<file path="src/rtl/wb_pkg.sv">
// Shared encodings for the KGP-RISC write-back path: instruction class, MemToReg select and
// sequencer state.
package wb_pkg;

    typedef enum logic [1:0] {
        WB_NONE = 2'b00,
        WB_ALU  = 2'b01,
        WB_LINK = 2'b10,
        WB_LOAD = 2'b11
    } wb_class_e;

    localparam logic [1:0] MTR_ALU = 2'b00;
    localparam logic [1:0] MTR_PC  = 2'b01;
    localparam logic [1:0] MTR_MEM = 2'b10;

    typedef enum logic [1:0] {
        StIdle,
        StLoadReq,
        StLoadWait,
        StWrite
    } wb_state_e;

    // A class of NONE never reaches WRITE, so its select value is irrelevant.
    function automatic logic [1:0] class_to_mtr(input wb_class_e cls);
        logic [1:0] mtr;
        mtr = MTR_ALU;
        case (cls)
            WB_LINK: mtr = MTR_PC;
            WB_LOAD: mtr = MTR_MEM;
            default: mtr = MTR_ALU;
        endcase
        return mtr;
    endfunction

endpackage

</file>
<file path="src/rtl/wb_timeout_counter.sv">
// Load wait counter: loads 1 on the request cycle, counts while waiting, and flags when the
// count equals TIMEOUT. Cleared whenever neither load nor increment is requested.
module wb_timeout_counter #(
    parameter int unsigned TIMEOUT = 16
) (
    input  logic clk_i,
    input  logic rst_ni,
    input  logic load_i,
    input  logic inc_i,
    output logic tc_o
);

    logic [7:0] cnt_q, cnt_d;

    always_comb begin
        cnt_d = 8'd0;
        if (load_i) begin
            cnt_d = 8'd1;
        end else if (inc_i) begin
            cnt_d = cnt_q + 8'd1;
        end
    end

    always_ff @(posedge clk_i or negedge rst_ni) begin
        if (!rst_ni) begin
            cnt_q <= 8'd0;
        end else begin
            cnt_q <= cnt_d;
        end
    end

    assign tc_o = (cnt_q == 8'(TIMEOUT));

endmodule

</file>
<file path="src/rtl/wb_sequencer.sv">
// Write-back control sequencer: accepts retiring instructions, sequences loads through a
// request/ack exchange with timeout, and drives the register-file write port controls.
module wb_sequencer
    import wb_pkg::*;
#(
    parameter int unsigned TIMEOUT = 16,
    parameter int unsigned CNT_W   = 16,
    parameter bit          ZERO_RO = 1'b1
) (
    input  logic             clk,
    input  logic             rst,
    input  logic             instr_valid,
    output logic             instr_ready,
    input  logic [1:0]       wb_class,
    input  logic [4:0]       rd,
    output logic             mem_rd_en,
    input  logic             mem_ack,
    output logic [1:0]       MemToReg,
    output logic             reg_write,
    output logic [4:0]       reg_addr,
    output logic             timeout_err,
    input  logic             err_clr,
    output logic [CNT_W-1:0] wb_count
);

    wb_state_e        state_q, state_d;
    wb_class_e        cls_q, cls_d;
    logic [4:0]       rd_q, rd_d;
    logic             ready_q, ready_d;
    logic             rden_q, rden_d;
    logic [1:0]       mtr_q, mtr_d;
    logic             we_q, we_d;
    logic [4:0]       addr_q, addr_d;
    logic             err_q, err_d;
    logic [CNT_W-1:0] count_q, count_d;

    logic accept, cnt_load, cnt_inc, cnt_tc, timeout, in_write;

    wb_timeout_counter #(
        .TIMEOUT(TIMEOUT)
    ) u_timeout_counter (
        .clk_i (clk),
        .rst_ni(rst),
        .load_i(cnt_load),
        .inc_i (cnt_inc),
        .tc_o  (cnt_tc)
    );

    // Handshake uses the registered ready, so nothing is accepted until one edge after reset.
    assign accept = instr_valid & ready_q;

    always_comb begin
        state_d  = state_q;
        cls_d    = cls_q;
        rd_d     = rd_q;
        cnt_load = 1'b0;
        cnt_inc  = 1'b0;
        timeout  = 1'b0;
        unique case (state_q)
            StIdle, StWrite: begin
                if (accept) begin
                    cls_d = wb_class_e'(wb_class);
                    rd_d  = rd;
                    case (wb_class_e'(wb_class))
                        WB_NONE: state_d = StIdle;
                        WB_LOAD: state_d = StLoadReq;
                        default: state_d = StWrite;
                    endcase
                end else begin
                    state_d = StIdle;
                end
            end
            StLoadReq: begin
                cnt_load = 1'b1;
                state_d  = mem_ack ? StWrite : StLoadWait;
            end
            StLoadWait: begin
                cnt_inc = 1'b1;
                if (mem_ack) begin
                    state_d = StWrite;
                end else if (cnt_tc) begin
                    timeout = 1'b1;
                    state_d = StIdle;
                end
            end
            default: state_d = StIdle;
        endcase

        // Outputs are precomputed from the next state so every port comes straight off a flop.
        in_write = (state_d == StWrite);
        we_d     = in_write && !(ZERO_RO && (rd_d == 5'd0));
        addr_d   = in_write ? rd_d : 5'd0;
        mtr_d    = in_write ? class_to_mtr(cls_d) : MTR_ALU;
        rden_d   = (state_d == StLoadReq);
        ready_d  = (state_d == StIdle) || (state_d == StWrite);
        err_d    = timeout ? 1'b1 : (err_clr ? 1'b0 : err_q);
        count_d  = count_q + CNT_W'(we_q);
    end

    always_ff @(posedge clk or negedge rst) begin
        if (!rst) begin
            state_q <= StIdle;
            cls_q   <= WB_NONE;
            rd_q    <= 5'd0;
            ready_q <= 1'b0;
            rden_q  <= 1'b0;
            mtr_q   <= MTR_ALU;
            we_q    <= 1'b0;
            addr_q  <= 5'd0;
            err_q   <= 1'b0;
            count_q <= '0;
        end else begin
            state_q <= state_d;
            cls_q   <= cls_d;
            rd_q    <= rd_d;
            ready_q <= ready_d;
            rden_q  <= rden_d;
            mtr_q   <= mtr_d;
            we_q    <= we_d;
            addr_q  <= addr_d;
            err_q   <= err_d;
            count_q <= count_d;
        end
    end

    assign instr_ready = ready_q;
    assign mem_rd_en   = rden_q;
    assign MemToReg    = mtr_q;
    assign reg_write   = we_q;
    assign reg_addr    = addr_q;
    assign timeout_err = err_q;
    assign wb_count    = count_q;

endmodule
</file>
<file path="config.mk">
export PLATFORM = sky130hd
export DESIGN_NAME = wb_sequencer
export DESIGN_NICKNAME = d
export VERILOG_FILES = /design/src/rtl/wb_pkg.sv /design/src/rtl/wb_timeout_counter.sv /design/src/rtl/wb_sequencer.sv
export SDC_FILE = /design/constraint.sdc
export NUM_CORES = 1
export LEC_CHECK = 0
export BUFFER_PORTS_ARGS = -buffer_cell sky130_fd_sc_hd__buf_2
export CORE_MARGIN = 2
export CORE_UTILIZATION = 49
export DETAILED_ROUTE_END_ITERATION = 10
export GPL_ROUTABILITY_DRIVEN = 0
export GPL_TIMING_DRIVEN = 1
export PLACE_DENSITY_LB_ADDON = 0.2
export SETUP_SLACK_MARGIN = 0.15
export SYNTH_ARGS = -nofsm -noshare
export SYNTH_HDL_FRONTEND = slang
export SYNTH_SLANG_ARGS = --single-unit
</file>
<file path="constraint.sdc">
create_clock -name clk -period 2 [get_ports clk]
set_input_delay 0.1 -clock clk [delete_from_list [all_inputs] [get_ports clk]]
set_output_delay 0.1 -clock clk [all_outputs]
set_load 0.005 [all_outputs]
</file>
-- Yosys cells after proc, flatten, opt, wreduce, memory -nomap -nowiden
Index checks and enable logic that the tools add are counted.
- add/sub/neg operators: 2
- eq/ne operators: 9
- mux-type cells: 22
- bitwise operators: 1
- reduce and logical (&&, ||, !) cells: 9
- operators by type and width (operator ; number):
    adder 16 x 1 -> 16 bit ; 1
    2-to-1 mux 8 bit ; 2
    2-to-1 mux 5 bit ; 3
    equality test 2 bit (second input constant) ; 6
    2-to-1 mux 2 bit ; 6
    adder 8 x 1 -> 8 bit (second input constant) ; 1
    equality test 8 x 5 -> 1 bit (second input constant) ; 1
    2-to-1 mux 1 bit ; 8
    one-hot mux 2 bit (2 select lines) ; 2
    logical NOT 2 bit ; 3
    one-hot mux 2 bit (3 select lines) ; 1
    logical NOT 5 bit ; 1
    equality test 2 x 1 -> 1 bit (second input constant) ; 2
    nonzero test 2 bit ; 1
    OR reduction 2 bit ; 1
    AND 1 bit ; 1
    logical AND 1 bit ; 1
    logical NOT 1 bit ; 1
    logical OR 1 bit ; 1
- register bits after elaboration: 44
- bits of input ports: 12
- output and inout bits: 27
- logic and storage cells: 54

-- Depth between registers and ports, before layout
- depth after elaboration: 6
- gate-level depth with buffers: 9
- gate-level depth less buffers: 8

-- Cells and area by module
Synthesis repeated with hierarchy kept, for this count alone.
- cells, all modules: 176
- area, all modules: 1948.1 µm²
- by module, submodules not included (module ; instances ; cells an instance ; area each (µm²) ; sequential area each (µm²)):
    wb_sequencer ; 1 ; 136 ; 1540.2 ; 900.9
    wb_timeout_counter ; 1 ; 40 ; 407.9 ; 200.2

-- Worst setup path after synthesis
No wires, ideal clock.
- path kind: register -> register
- start point: register u_timeout_counter.cnt_q[0]
- end point: register we_q (netlist: reg_write)
- setup time: 82 ps
- data arrival time: 1808 ps
- data required time: 1918 ps
- setup slack: 110 ps
- cell stages (with the launch flop): 9
- buffers on the path: 0
- clock period less this slack: 1890 ps
- cells stage by stage: dfrtp_1 inv_1 ha_1 nor4b_1 and3_1 o41ai_1 ha_1 o41ai_1 a31oi_1
- word-level cells in the longest chain between the ends: 6
- ends and longest elaborated chain (element ; line ; text):
    from (decl) ; wb_timeout_counter.sv:13 ; logic [7:0] cnt_q, cnt_d;
    from (signal assigned) ; wb_timeout_counter.sv:28 ; cnt_q <= cnt_d;
    equality test 8 x 5 -> 1 bit ; wb_timeout_counter.sv:32 ; assign tc_o = (cnt_q == 8'(TIMEOUT));
    2-to-1 mux 2 bit ; wb_sequencer.sv:81 ; end else if (cnt_tc) begin
    2-to-1 mux 2 bit ; wb_sequencer.sv:79 ; if (mem_ack) begin
    one-hot mux 2 bit (3 select lines) ; wb_sequencer.sv:59 ; unique case (state_q)
    net state_d[0] ; wb_sequencer.sv:26 ; wb_state_e state_q, state_d;
    equality test 2 bit ; wb_sequencer.sv:90 ; in_write = (state_d == StWrite);
    logical AND 1 bit ; wb_sequencer.sv:91 ; we_d = in_write && !(ZERO_RO && (rd_d == 5'd0));
    net we_d ; wb_sequencer.sv:32 ; logic we_q, we_d;
    to (signal assigned) ; wb_sequencer.sv:119 ; we_q <= we_d;
    to (decl) ; wb_sequencer.sv:32 ;
The timed path passes the listed nets, and every way through them passes these cells.
A chain may end at the register's enable or synchronous reset.

-- Worst setup path in the final report
- start point: register state_q[1]
- end point: register addr_q[2] (netlist: reg_addr[2])
- word-level cells in the longest chain between the ends: 5
- elaborated cells between the ends (all ways): 11
- those cells by class: eq/ne (4); mux (5); reduce/logical (2)
- ends and longest elaborated chain (element ; line ; text):
    from (decl) ; wb_sequencer.sv:26 ;
    from (signal assigned) ; wb_sequencer.sv:102 ; state_q <= StIdle;
    from (signal assigned) ; wb_sequencer.sv:113 ; state_q <= state_d;
    equality test 2 bit or logical NOT 2 bit (tied branches) ; wb_sequencer.sv:59 ;
    OR reduction 2 bit ; wb_sequencer.sv:59 ;
    one-hot mux 2 bit (3 select lines) * ; wb_sequencer.sv:59 ;
    net state_d[0] ; wb_sequencer.sv:26 ;
    equality test 2 bit * ; wb_sequencer.sv:90 ;
    2-to-1 mux 5 bit * ; wb_sequencer.sv:92 ; addr_d = in_write ? rd_d : 5'd0;
    net addr_d[2] ; wb_sequencer.sv:33 ; logic [4:0] addr_q, addr_d;
    to (signal assigned) ; wb_sequencer.sv:120 ; addr_q <= addr_d;
    to (decl) ; wb_sequencer.sv:33 ;
Mark *: on every way through the listed nets, which the timed path passes. The rest lies on a longest branch.

==> results.toml <==
[clock_network]
cts_tree = "done"
htreeDepth = 2
path_clk_slew_ns = 0.08
root_buffer = "clkbuf_8"
clk_latency_ns = 0.29
cts_buffer_depth = 2
clock-sinks = 44
numCtsBuffers = 5

[setup_path]
arrival_ns = 2.00
cp.buffers_inverters = 2
path_class = "reg -> reg"
max_stage_delay_ns = 0.45
crit_chain = "ha_4 -> buf_4 -> nand3_4 -> a2bb2oi_4 -> o41ai_4 -> ha_4 -> buf_4 -> and2_1"
crit_path_start_kind = "register"
critical-path-top-delay-family = "adder cells"
slowest_stage = "dfrtp_2"
end_kind = "register"
cp.required_ns = 2.19
critPathMaxFanout = 6

[sta]
worst_pin_slew_ns = 0.350
finalHoldViolCount = 0
final.period_utilization = 0.905
clock.fmax_ghz = 0.552
relSlewSlack = 0.766
maxSlewViolCount = 0
timing.final.crit_period_ns = 1.81
rsz0062_at_grt = "true"
skew_ns = 0.00504
setup_violations = 0

[global_routing]
busiest_layer = "met2"
antenna_found_initial = 0
overflow = 0
met3_usage = 0.0583
grt_pass1_vias = 1513
grt_pass1_wl_mm = 6.85
grt_use_total = 0.211
grt_max_degree = 17
use_met1 = 0.237
grt.met2_usage = 0.374

[floorplan]
start_util = 0.523
die_y_um = 67.2
die_w_um = 67.2
rows = 22
io_pins = 39
core_sq_um = 3740
die-area_sq_um = 4520

[synthesis]
synth_most_common_cell = "dfrtp_1"
synth_nets = 187
yosys-top-cells-count = "dfrtp_1 (44), nand3_1 (11), inv_1 (10), nand2_1 (10)"
netlist_instances = 166
synth-edff-count = 0
synthTopCellsByArea = "dfrtp_1 (56%), ha_1 (5.8%), xor2_1 (4.0%)"
ys_seq_area_frac = 0.563
synth.avg_cell_area_sq_um = 11.8
ys.flop_type = "dfrtp_1"
ys_seq_elements = 44
synth_top_area_frac = 0.563
synth.distinct_cells = 35
ys_warn_count = 0
yosysTopAreaCell = "dfrtp_1"
syn-cell-area_sq_um = 1960
async_flop_share = 1.00

[placement]
dp_cells = 257
dpl.hpwl_mm = 2.92
dpl-instance-area_sq_um = 2250
io_buffer_count = 38

[worst_hold_path]
hold_path.class = "in -> reg"

[final_layout]
drive_gt1_frac = 0.366
regArea_sq_um = 1100
num_antenna_cells = 0
syn_to_final_growth_pct = 30.1
finalNonFillerCells = 275
final_area_sq_um = 2550
multiInputGateArea_sq_um = 923
fin_nets = 248
nFillCells = 314

[route]
route.detailed.drc = 0
first_iter_violations = 92
wire_per_inst_um = 15.2
num_vias = 1478
postRouteAntennaNets = 0
wl_mm = 4.18
firstDrtPassIters = 4
avgViaCountPerCell = 5.37

[power_and_ir_drop]
vdd_drop_max_v = 0.000637
power.leakage_nw = 1.28
power_density_nw_per_um2 = 1070
total_power_mw = 2.72

[status]
status = "finished, final reports clean"

[flow_run]
drv_cap = 0
==> sequential cells by signal, indices dropped and copies added (netlist names) <==
name and count:
reg_addr 5, wb_count 16, rd_q 5, instr_ready 1, reg_write 1, u_timeout_counter.cnt_q 8
state_q 2, cls_q 2, mem_rd_en 1, timeout_err 1, MemToReg 2
==> report_power, final <==
part	internal [mW]	leakage [nW]	switching [mW]
clock	0.307	0.0503	0.275
sequential	1.06	0.585	0.122
combinational	0.516	0.642	0.434
==> layout by cell type, fill, tap and decap left out, types with 2 or more instances in the layout <==
master	count
xor2_1	9
and2_1	5
buf_4	14
ha_4	3
clkbuf_8	7
nand4_1	6
or3_1	4
inv_2	3
nand2_1	10
a21boi_0	2
a21oi_1	4
o21ai_0	5
dlygate4sd3_1	2
inv_1	7
nor2_1	7
dfrtp_1	43
nor3_1	3
and4_1	4
ha_1	5
buf_2	38
nand3_1	11
xnor2_1	8
mux2_2	4
nor4_1	2
==> routing by layer <==
layer	vias up	wire (um)
met1	712	1680
met2	48	2210
met5	-	0
met3	9	201
li1	709	-
met4	0	85
==> what timing repair did <==
action                                 CTS  global route
endpoints found under the hold margin   15             0
hold buffers                             2             0
gates resized for setup                 15             5
setup endpoints to repair                8             9
setup buffers                            6             3
pin swaps                                3             4
==> worst paths after layout <==
kind / slack [ns] / endpoint / cells past startpoint / startpoint
worst min register to register: 0.47 / wb_count[15] / 1 / wb_count[15]
worst min-delay path: 0.06 / timeout_err / 2 / mem_ack
max in group asynchronous: 1.23 / wb_count[3] / 3 / rst
min in group asynchronous: 0.24 / timeout_err / 2 / rst
worst max register to register: 0.19 / reg_addr[2] / 8 / state_q[1]
worst max-delay path: 0.19 / reg_addr[2] / 8 / state_q[1]
==> layout make-up <==
type	count	share of cell area
Clock buffer	7	0.0378
Sequential cell	44	0.433
Inverter	10	0.0147
Tap cell	48	0.0236
Timing Repair Buffer	55	0.128
Multi-Input combinational cell	111	0.363
==> stage by stage <==
step	utilization	setup slack (ns)	setup TNS, ns	hold WS [ns]
after floorplan	-	0.177	0	-0.196
after global placement	0.601	0.0873	0	0.0227
after detailed placement	0.601	-0.0453	-0.0453	0.0326
after CTS	0.668	0.122	0	0.0446
after global routing	0.680	0.108	0	0.0454
final	0.680	0.189	0	0.0583
==> kinds of logic after synthesis <==
group	Yosys count	share of synthesized area
AND/OR/NAND/NOR	60	0.177
flip-flops	44	0.563
AO/OA/AOI/OAI	20	0.0710
XOR/XNOR	17	0.0761
buffers and inverters	11	0.0249
adder cells (fa/ha/maj)	9	0.0575
multiplexers	5	0.0307
No activity file was read; power rests on OpenSTA's default activity.
